File: src/rtl/mcu_pkg.sv
// Shared definitions for the multi-cycle CPU datapath: the multiply
// sequencer state encoding, the ALU-compatible flag layout and a helper
// that derives the MUL flags from a result word.
package mcu_pkg;

    typedef enum logic [2:0] {
        IDLE = 3'd0,
        PP0  = 3'd1,
        PP1  = 3'd2,
        PP2  = 3'd3,
        DONE = 3'd4
    } mul_state_t;

    // Flag bit positions inside the 4-bit {N,Z,C,V} vector, shared with the ALU.
    localparam int FLAG_N = 3;
    localparam int FLAG_Z = 2;
    localparam int FLAG_C = 1;
    localparam int FLAG_V = 0;

    // Flags of an all-zero result: only Z set.
    localparam logic [3:0] FLAGS_RESET = 4'b0100;

    // N/Z follow the result; MUL never reports carry or overflow.
    function automatic logic [3:0] mul_flags(input logic [31:0] res);
        logic [3:0] f;
        f         = 4'b0000;
        f[FLAG_N] = res[31];
        f[FLAG_Z] = (res == 32'd0);
        f[FLAG_C] = 1'b0;
        f[FLAG_V] = 1'b0;
        return f;
    endfunction

endpackage

File: src/rtl/mul_seq_ctrl_if.sv
// Request/response bundle between the CPU control FSM (master) and the
// multiply sequencer (slave).
interface mul_seq_ctrl_if;

    logic        start;
    logic        flush;
    logic [31:0] a;
    logic [31:0] b;
    logic        busy;
    logic        done;
    logic [31:0] result;
    logic [3:0]  flags;

    modport master (
        output start, flush, a, b,
        input  busy, done, result, flags
    );

    modport slave (
        input  start, flush, a, b,
        output busy, done, result, flags
    );

endinterface

File: src/rtl/mul16_core.sv
// 16x16 -> 32 unsigned multiplier with MUL_LAT register stages.
// Stand-in for the vendor multiplier IP; no reset because the sequencer
// ignores whatever is in flight until its own operands have propagated.
module mul16_core #(
    parameter int MUL_LAT = 0
) (
    input  logic        clk,
    input  logic [15:0] op_a,
    input  logic [15:0] op_b,
    output logic [31:0] prod
);

    logic [31:0] raw_s;

    assign raw_s = {16'd0, op_a} * {16'd0, op_b};

    generate
        if (MUL_LAT == 0) begin : g_comb
            assign prod = raw_s;
        end else begin : g_pipe
            logic [31:0] pipe_r [MUL_LAT];

            // Delay line carrying the product through MUL_LAT stages.
            always_ff @(posedge clk) begin
                pipe_r[0] <= raw_s;
                for (int i = 1; i < MUL_LAT; i++) begin
                    pipe_r[i] <= pipe_r[i-1];
                end
            end

            assign prod = pipe_r[MUL_LAT-1];
        end
    endgenerate

endmodule

File: src/rtl/mul_seq_ctrl.sv
// Multi-cycle 32x32 multiply (low 32 bits) built from three 16x16 partial
// products issued on one shared core: a_lo*b_lo, a_lo*b_hi, a_hi*b_lo.
// a_hi*b_hi only contributes above bit 31 and is never issued.
module mul_seq_ctrl
    import mcu_pkg::*;
#(
    parameter int MUL_LAT = 0
) (
    input  logic         clk,
    input  logic         reset,
    mul_seq_ctrl_if.slave bus
);

    localparam int              CNT_W    = (MUL_LAT < 1) ? 1 : $clog2(MUL_LAT + 1);
    localparam logic [CNT_W-1:0] CNT_LAST = CNT_W'(MUL_LAT);

    mul_state_t       state_r;
    mul_state_t       next_state_s;
    logic [CNT_W-1:0] cnt_r;
    logic [31:0]      a_r;
    logic [31:0]      b_r;
    logic [31:0]      acc_r;
    logic [31:0]      result_r;
    logic [3:0]       flags_r;
    logic             busy_r;
    logic             done_r;

    logic             accept_s;
    logic             in_pp_s;
    logic             last_s;
    logic             busy_nxt_s;
    logic             done_nxt_s;
    logic [15:0]      op_a_s;
    logic [15:0]      op_b_s;
    logic [31:0]      prod_s;
    logic [31:0]      addend_s;
    logic [31:0]      acc_sum_s;

    mul16_core #(
        .MUL_LAT (MUL_LAT)
    ) u_core (
        .clk  (clk),
        .op_a (op_a_s),
        .op_b (op_b_s),
        .prod (prod_s)
    );

    // Accept only from IDLE/DONE; flush always wins; PP-state starts are dropped.
    always_comb begin
        accept_s = 1'b0;
        if (bus.start && !bus.flush && (state_r == IDLE || state_r == DONE)) begin
            accept_s = 1'b1;
        end else begin
            accept_s = 1'b0;
        end
    end

    // Phase decode: which PP state we are in and whether its product is ready.
    always_comb begin
        in_pp_s = (state_r == PP0) || (state_r == PP1) || (state_r == PP2);
        last_s  = in_pp_s && (cnt_r == CNT_LAST);
    end

    // Operand mux: operands are held for the whole PP state so the core output
    // on the last cycle belongs to this state's operands.
    always_comb begin
        case (state_r)
            PP1:     begin op_a_s = a_r[15:0];  op_b_s = b_r[31:16]; end
            PP2:     begin op_a_s = a_r[31:16]; op_b_s = b_r[15:0];  end
            default: begin op_a_s = a_r[15:0];  op_b_s = b_r[15:0];  end
        endcase
    end

    // Cross products land at bit 16; their upper halves fall off the 32-bit word.
    always_comb begin
        case (state_r)
            PP0:      addend_s = prod_s;
            PP1, PP2: addend_s = {prod_s[15:0], 16'h0000};
            default:  addend_s = 32'd0;
        endcase
        acc_sum_s = acc_r + addend_s;
    end

    // State register.
    always_ff @(posedge clk or posedge reset) begin
        if (reset) begin
            state_r <= IDLE;
        end else begin
            state_r <= next_state_s;
        end
    end

    // Next-state logic: each PP state advances on its last cycle; DONE lasts one cycle.
    always_comb begin
        next_state_s = state_r;
        if (bus.flush) begin
            next_state_s = IDLE;
        end else begin
            case (state_r)
                IDLE:    next_state_s = accept_s ? PP0 : IDLE;
                PP0:     next_state_s = last_s ? PP1 : PP0;
                PP1:     next_state_s = last_s ? PP2 : PP1;
                PP2:     next_state_s = last_s ? DONE : PP2;
                DONE:    next_state_s = accept_s ? PP0 : IDLE;
                default: next_state_s = IDLE;
            endcase
        end
    end

    // Output decode from the next state so busy/done can be registered.
    always_comb begin
        case (next_state_s)
            PP0, PP1, PP2: begin busy_nxt_s = 1'b1; done_nxt_s = 1'b0; end
            DONE:          begin busy_nxt_s = 1'b0; done_nxt_s = 1'b1; end
            default:       begin busy_nxt_s = 1'b0; done_nxt_s = 1'b0; end
        endcase
    end

    // Per-state cycle counter covering the core latency.
    always_ff @(posedge clk or posedge reset) begin
        if (reset) begin
            cnt_r <= '0;
        end else if (bus.flush || !in_pp_s || last_s) begin
            cnt_r <= '0;
        end else begin
            cnt_r <= cnt_r + CNT_W'(1);
        end
    end

    // Operand capture on accept; accumulator cleared on accept, summed on each PP's last cycle.
    always_ff @(posedge clk or posedge reset) begin
        if (reset) begin
            a_r   <= 32'd0;
            b_r   <= 32'd0;
            acc_r <= 32'd0;
        end else if (accept_s) begin
            a_r   <= bus.a;
            b_r   <= bus.b;
            acc_r <= 32'd0;
        end else if (last_s && !bus.flush) begin
            acc_r <= acc_sum_s;
        end else begin
            acc_r <= acc_r;
        end
    end

    // Output registers: result/flags only move on entry to DONE, so a flush keeps the old value.
    always_ff @(posedge clk or posedge reset) begin
        if (reset) begin
            busy_r   <= 1'b0;
            done_r   <= 1'b0;
            result_r <= 32'd0;
            flags_r  <= FLAGS_RESET;
        end else begin
            busy_r <= busy_nxt_s;
            done_r <= done_nxt_s;
            if (next_state_s == DONE) begin
                result_r <= acc_sum_s;
                flags_r  <= mul_flags(acc_sum_s);
            end else begin
                result_r <= result_r;
                flags_r  <= flags_r;
            end
        end
    end

    assign bus.busy   = busy_r;
    assign bus.done   = done_r;
    assign bus.result = result_r;
    assign bus.flags  = flags_r;

endmodule

File: src/flat_wrapper.sv
// flat-port wrapper written by rule: the top's interface ports become plain ports
module mul_seq_ctrl_flat import mcu_pkg::*;
#(
    parameter int MUL_LAT = 0
)
  (clk, reset, bus_start, bus_flush, bus_a, bus_b, bus_busy, bus_done, bus_result, bus_flags);
  mul_seq_ctrl_if bus_i ();
  input  logic clk;
  input  logic reset;
  input wire logic [$bits(bus_i.start)-1:0] bus_start;
  input wire logic [$bits(bus_i.flush)-1:0] bus_flush;
  input wire logic [$bits(bus_i.a)-1:0] bus_a;
  input wire logic [$bits(bus_i.b)-1:0] bus_b;
  output wire logic [$bits(bus_i.busy)-1:0] bus_busy;
  output wire logic [$bits(bus_i.done)-1:0] bus_done;
  output wire logic [$bits(bus_i.result)-1:0] bus_result;
  output wire logic [$bits(bus_i.flags)-1:0] bus_flags;
  assign bus_i.start = bus_start;
  assign bus_i.flush = bus_flush;
  assign bus_i.a = bus_a;
  assign bus_i.b = bus_b;
  assign bus_busy = bus_i.busy;
  assign bus_done = bus_i.done;
  assign bus_result = bus_i.result;
  assign bus_flags = bus_i.flags;
  mul_seq_ctrl #(.MUL_LAT(MUL_LAT)) u_core (.clk(clk), .reset(reset), .bus(bus_i));
endmodule
File: config.mk
export PLATFORM = sky130hd
export DESIGN_NAME = mul_seq_ctrl_flat
export DESIGN_NICKNAME = d
export VERILOG_FILES = /design/src/rtl/mcu_pkg.sv /design/src/rtl/mul_seq_ctrl_if.sv /design/src/rtl/mul16_core.sv /design/src/rtl/mul_seq_ctrl.sv /design/src/flat_wrapper.sv
export SDC_FILE = /design/constraint.sdc
export NUM_CORES = 1
export LEC_CHECK = 0
export ABC_AREA = 0
export BUFFER_PORTS_ARGS = -buffer_cell sky130_fd_sc_hd__buf_2
export CORE_MARGIN = 5
export CORE_UTILIZATION = 60
export CTS_CLUSTER_DIAMETER = 40
export DETAILED_ROUTE_END_ITERATION = 8
export PLACE_DENSITY_LB_ADDON = 0.15
export SYNTH_ARGS = -nofsm -noshare
export SYNTH_HDL_FRONTEND = slang
export SYNTH_SLANG_ARGS = --single-unit
File: constraint.sdc
create_clock -name clk -period 23.2 [get_ports clk]
set_input_delay 3.48 -clock clk [delete_from_list [all_inputs] [get_ports clk]]
set_output_delay 3.48 -clock clk [all_outputs]
set_load 0.005 [all_outputs]
==> results of run 1 <==
## metal layers
| layer | track usage (%) | vias up |
|---|---|---|
| li1 | - | 6045 |
| met1 | 42.3 | 6419 |
| met2 | 45.2 | 464 |
| met3 | 7.96 | 66 |
| met4 | 7.89 | 0 |
| met5 | 0 | - |
## metrics by stage
stage | cell area [um^2] | setup WS [ns] | utilization, % | hold slack (ns)
final | 17100 | 12.59 | 66.2 | 0.458
after global routing | 17100 | 12.04 | 66.2 | 0.473
after CTS | 17100 | 12.75 | 66.2 | 0.459
after detailed placement | 16600 | 12.83 | 63.9 | 0.450
after global placement | 16600 | 12.81 | 63.9 | 0.445
after floorplan | 15700 | 13.76 | - | 0.440
## Yosys cell counts, drive strengths merged, types with 8 or more instances
| library cell | count |
|---|---|
| nand2b | 19 |
| fa | 195 |
| a211oi | 11 |
| xnor2 | 23 |
| mux2 | 29 |
| o22ai | 11 |
| ha | 135 |
| mux2i | 34 |
| buf | 8 |
| nand3 | 54 |
| a21oi | 54 |
| clkbuf | 60 |
| nor2 | 156 |
| inv | 242 |
| o21ai | 78 |
| nand2 | 431 |
| nor3 | 8 |
| xor2 | 29 |
| a21o | 22 |
| dfrtp | 134 |
| nor2b | 8 |
## critical path: cells and delay by family, from the launching register on
| family | cells | cell delay (ns) |
|---|---|---|
| adder cells (fa/ha/maj) | 8 | 3.71 |
| AO/OA/AOI/OAI | 11 | 2.73 |
| AND/OR/NAND/NOR | 11 | 1.81 |
| multiplexers | 1 | 0.86 |
| flip-flops | 1 | 0.60 |
| buffers and inverters | 5 | 0.50 |
| XOR/XNOR | 1 | 0.29 |
## state kept, by name, summed over array words and instances (netlist names)
| register | flops |
|---|---|
| u_core.bus.result | 31 |
| u_core.a_r | 32 |
| u_core.cnt_r | 1 |
| u_core.bus.flags | 2 |
| u_core.acc_r | 32 |
| u_core.bus.busy | 1 |
| u_core.state_r | 3 |
| u_core.b_r | 32 |
| u_core.bus.done | 1 |
## cell families after synthesis
| family | count (synthesis) |
|---|---|
| AND/OR/NAND/NOR | 719 |
| AO/OA/AOI/OAI | 231 |
| XOR/XNOR | 52 |
| other | 1 |
| multiplexers | 63 |
| adder cells (fa/ha/maj) | 330 |
| buffers and inverters | 311 |
| flip-flops | 135 |
## final cells by class
class                      count  area [um^2]  share of cell area, %
clock buffer                  17          425                   2.48
clock inverter                15          164                  0.956
inverter                     243          917                   5.35
multi-input combinational   1398        11200                   65.3
sequential                   135         3380                   19.7
tap                          335          419                   2.44
timing repair buffer         119          636                   3.71
## worst max path at each step
stage / from / to / slack [ns] / cells after the start
global route: u_core.state_r[1] / u_core.bus.flags[2] / 12.04 / 37
finish: u_core.state_r[1] / u_core.bus.flags[2] / 12.59 / 37
detailed placement: u_core.state_r[1] / u_core.bus.flags[2] / 12.83 / 37
floorplan: u_core.state_r[1] / u_core.bus.flags[2] / 13.76 / 38
global placement: u_core.state_r[1] / u_core.bus.flags[2] / 12.81 / 37
CTS: u_core.state_r[1] / u_core.bus.flags[2] / 12.75 / 37
## layout by cell type, fill, tap and decap left out, types with 33 or more instances in the layout
master	instances
dfrtp_1	134
ha_1	135
nand2_1	431
nand3_1	53
mux2i_1	33
fa_1	195
a21oi_1	53
buf_2	103
nor2_1	155
o21ai_0	72
inv_1	241
==> summary.txt, run 1 <==
Outcome: complete, no violations
Num CTS Buffers: 17
Synthesized area per cell: 8.54 um^2
Reg2reg setup slack: 12.59 ns
Mux cell area share after synthesis: 4.24%
Final period utilization: 45.7%
Hold Startpoint: u_core.bus.flags[2]
GR Overflow Total: 0
Iter 0 DRT Violations: 1085
Drt total wl: 42500 um
CP max FO: 32
Hold Path End: u_core.bus.flags[2]
Core area: 0.0259 mm^2
I/O pin count: 106
Simple-Gate Fraction of Synth Area: 19.1%
Setup violators final: 0
CTS sink count: 135
Met2 wire len: 18800 um
Non-filler instance count after layout: 2262
DP HPWL: 33100 um
Reg2reg start: u_core.state_r[1]
Ranking of synthesized cells by area: fa_1, dfrtp_1, ha_1, nand2_1, inv_1
Clock buffer depth: 2
First-pass GRT wire length: 68500 um
Final Critical Period: 10.61 ns
Worst slew margin: 28.0%
Final Slew Violations: 0
Synth Warn #: 0
Number of synthesized flops with an enable pin: 0
Die Y: 172 um
Htree depth: 4
DRT met1 WL: 19000 um
Worst path slowest cell: mux2i_1
Vias in the first global route: 13000
Crit. End Element: flop
GP Congestion: 0.958
Crit Path Category: reg2reg
Wire length on met3: 3760 um
Drt pass-1 iters: 6
P&R area growth vs syn: 9.00%
Uppermost routed layer: met4
IO buf count: 103
Share of layout cells above drive strength 1: 10.2%
Sequential fraction of the synthesis area: 21.5%
XOR/XNOR share of the synthesized area: 2.90%
Distinct cells, synth: 67
FP Rows: 59
Routed WL per cell: 18.8 um
Adder-cell share of the synthesized area: 35.6%
Via density: 5.74
RR Endpoint: u_core.bus.flags[2]
CP dominant cell by count: fa_1
Clock-pin slew on the worst setup and hold paths: 0.07 ns
Final Hold Fails: 0
Hold depth: 2
Antenna Nets Post-Route: 0
Setup bufs post-CTS: 0
CP arrival: 10.97 ns
FF+latch count, synth: 135
Worst Reg2Reg Path Length in Cells: 37
Max-cap violations: 0
Initial antenna violation count: 0
Critical Path RT: 23.56 ns
CP Launch Type: flop
Pin count of the biggest net entering global routing: 75
Placed Instances: 2230
Unrepaired setup endpoints after global routing: no
Top FF cell, synth: dfrtp_1
Die area: 0.0296 mm^2
Vias: 13000
Worst hold path type: reg2reg
Largest family of logic cells by synthesized area: adder cells
Cells after synthesis: 1842
Biggest area consumer among synthesized cells: fa_1
Synth Area in Compound Gates: 9.17%
CTS tree: yes
Fmax: 0.0943 GHz
Final net count: 2312
Worst-Skew Late Latency: 0.45 ns
Synth top area share: 24.8%
Async SR Flop Fraction: 100%
Diode count: 0
Layout filler cell count: 2192
DIE WIDTH: 172 um
Worst-Margin Slew: 1.05 ns
Synthesized area: 0.0157 mm^2
Largest stage delay, worst path: 0.86 ns
DRC viols: 0
CTS root buf: clkbuf_16
CTS Hold Bufs: 0
Clock Skew: 0.0234 ns
Starting Density: 60.7%
Setup_tns: 0 ns
CTS resizes: 0
Tot GR Track Use: 29.6%
Power of run 1 is left out: the tool's default activity adds up to more than one toggle a clock period on the data nets, which glitch-free logic cannot reach.
==> run 2, diff against run 1 <==
Settings changed: CORE_UTILIZATION 60 to 57.
Clock period 23.2 ns to 8.7 ns, I/O delays scaled along.
==> run 2 against run 1 <==
Sequential share of layout area decreased by 2.0 points. Critical path depth decreased by 1. Non-clock buffer count increased by 171. Worst setup slack got worse by 12 ns. First-iteration DRC count increased by 1.8%. Final area increased by 11%. Die area increased by 5.0%. Final cell count increased by 7.8%. Worst hold slack improved by 0.0085 ns. Via count increased by 7.4%. Global-route usage about the same. Wire length increased by 11%.
==> summary.txt, run 2 (synthesis gave the netlist of run 1 again) <==
Outcome: complete, no violations
FP Rows: 60
Unrepaired setup endpoints after global routing: yes
Worst slew margin: 22.6%
Setup violators final: 0
Starting Density: 58.2%
Drt pass-1 iters: 8
Final period utilization: 98.6%
CP dominant cell by count: fa_1
Register area: 0.00338 mm^2
CP arrival: 8.96 ns
CP max FO: 7
GR Overflow Total: 0
Worst path slowest cell: fa_1
I/O pin count: 106
Critical Path RT: 9.08 ns
Die Y: 176 um
Place WS: -0.0639 ns
Routed WL per cell: 19.3 um
Core area: 0.0270 mm^2
Layout filler cell count: 2191
CTS Hold Bufs: 0
Max-cap violations: 0
Crit Path Category: reg2reg
Initial antenna violation count: 0
CP Launch Type: flop
Antenna Nets Post-Route: 0
Clock buffer depth: 2
Tot GR Track Use: 29.6%
Pin count of the biggest net entering global routing: 74
Final Hold Fails: 0
Fmax: 0.117 GHz
Worst hold path type: reg2reg
Die area: 0.0310 mm^2
Largest stage delay, worst path: 0.47 ns
Commonest non-fill, non-tap cells in the layout: nand2_1, inv_1, fa_1
Buf+Inv Stages, Crit Path: 5
Htree depth: 4
Final Slew Violations: 0
Area of the multi-input gates: 0.0116 mm^2
Worst Setup Slack, final: 0.121 ns
Drt total wl: 47200 um
Iter 0 DRT Violations: 1105
P&R area growth vs syn: 21.0%
CTS tree: yes
Vias in the first global route: 13500
DIE WIDTH: 176 um
Final Critical Period: 8.58 ns
Share of layout cells above drive strength 1: 20.4%
CTS sink count: 135
IO buf count: 103
Worst-Margin Slew: 1.16 ns
DP HPWL: 36600 um
Final net count: 2483
Clock Skew: 0.0180 ns
First-pass GRT wire length: 72000 um
CTS root buf: clkbuf_16
Diode count: 0
Clock-pin slew on the worst setup and hold paths: 0.07 ns
GP Congestion: 0.988
Via density: 5.72
Biggest regs: u_core.a_r (32), u_core.acc_r (32), u_core.b_r (32)
Crit. End Element: flop
DRC viols: 0
Most common cell after layout, fill and taps aside: nand2_1
Vias: 14000
Num CTS Buffers: 17
Worst-Skew Late Latency: 0.44 ns
Crit path max-delay family: adder cells
[run 2: cell types whose count changed in the layout (fill, tap and decap cells not counted), moves of 9 or more]
cell and delta:
a21oi_2 +11, buf_4 +154, mux2_4 +15, mux2_2 -15, a21oi_1 -13, ha_1 -9
[run 2: through the flow]
stage / hold slack (ns) / utilization (%) / setup TNS [ns] / area [um^2] / instances
final: 0.466 / 70.4 / 0 / 19000 / 2439
after global routing: 0.480 / 70.4 / -0.545 / 19000 / 2439
after CTS: 0.461 / 67.6 / -0.00870 / 18300 / 2400
after detailed placement: 0.451 / 65.3 / -0.0639 / 17600 / 2366
after global placement: 0.449 / 65.3 / 0 / 17600 / 2366
after floorplan: 0.440 / - / 0 / 15800 / 1844
[run 2: final cells by class]
class | count | share of cell area [%]
multi-input cells | 1398 | 61.2
flip-flops and latches | 135 | 17.7
repair buffers | 290 | 11.0
inverters | 243 | 4.82
well taps | 341 | 2.24
clock buffers | 17 | 2.23
clock inverters | 15 | 0.828
[run 2: worst register-to-register path: cells and delay by family (launching register included)]
family | cells | cell delay (ns)
buffers and inverters | 5 | 0.54
AO/OA/AOI/OAI | 12 | 2.64
XOR/XNOR | 1 | 0.19
AND/OR/NAND/NOR | 9 | 1.36
multiplexers | 1 | 0.45
adder cells (fa/ha/maj) | 8 | 2.89
flip-flops | 1 | 0.44
[run 2: per-layer routing]
layer	part of all wire, %	GRT usage, %	up-vias
met5	0	0	-
met1	43	43.1	6826
li1	-	-	6386
met2	45	45.6	630
met3	10	6.51	110
met4	2.4	6.86	0
[run 2: worst paths after layout]
path / slack (ns) / endpoint / startpoint / cells after the start
setup / recovery: 0.12 / u_core.bus.flags[2] / u_core.state_r[1] / 36
hold / removal: 0.47 / u_core.bus.flags[2] / u_core.bus.flags[2] / 2
setup reg to reg: 0.12 / u_core.bus.flags[2] / u_core.state_r[1] / 36
hold reg to reg: 0.47 / u_core.bus.flags[2] / u_core.bus.flags[2] / 2
max in group asynchronous: 6.36 / u_core.bus.result[6] / reset / 3
min in group asynchronous: 0.93 / u_core.b_r[9] / reset / 2
[run 2: timing repair]
action                                  in CTS  in global routing
pin swaps                                    3                 42
endpoints found under the setup margin       2                 23
buffers inserted                             2                 34
resized for setup                            5                 86
gates cloned                                 0                  5
Power of run 2 is left out for the same reason.
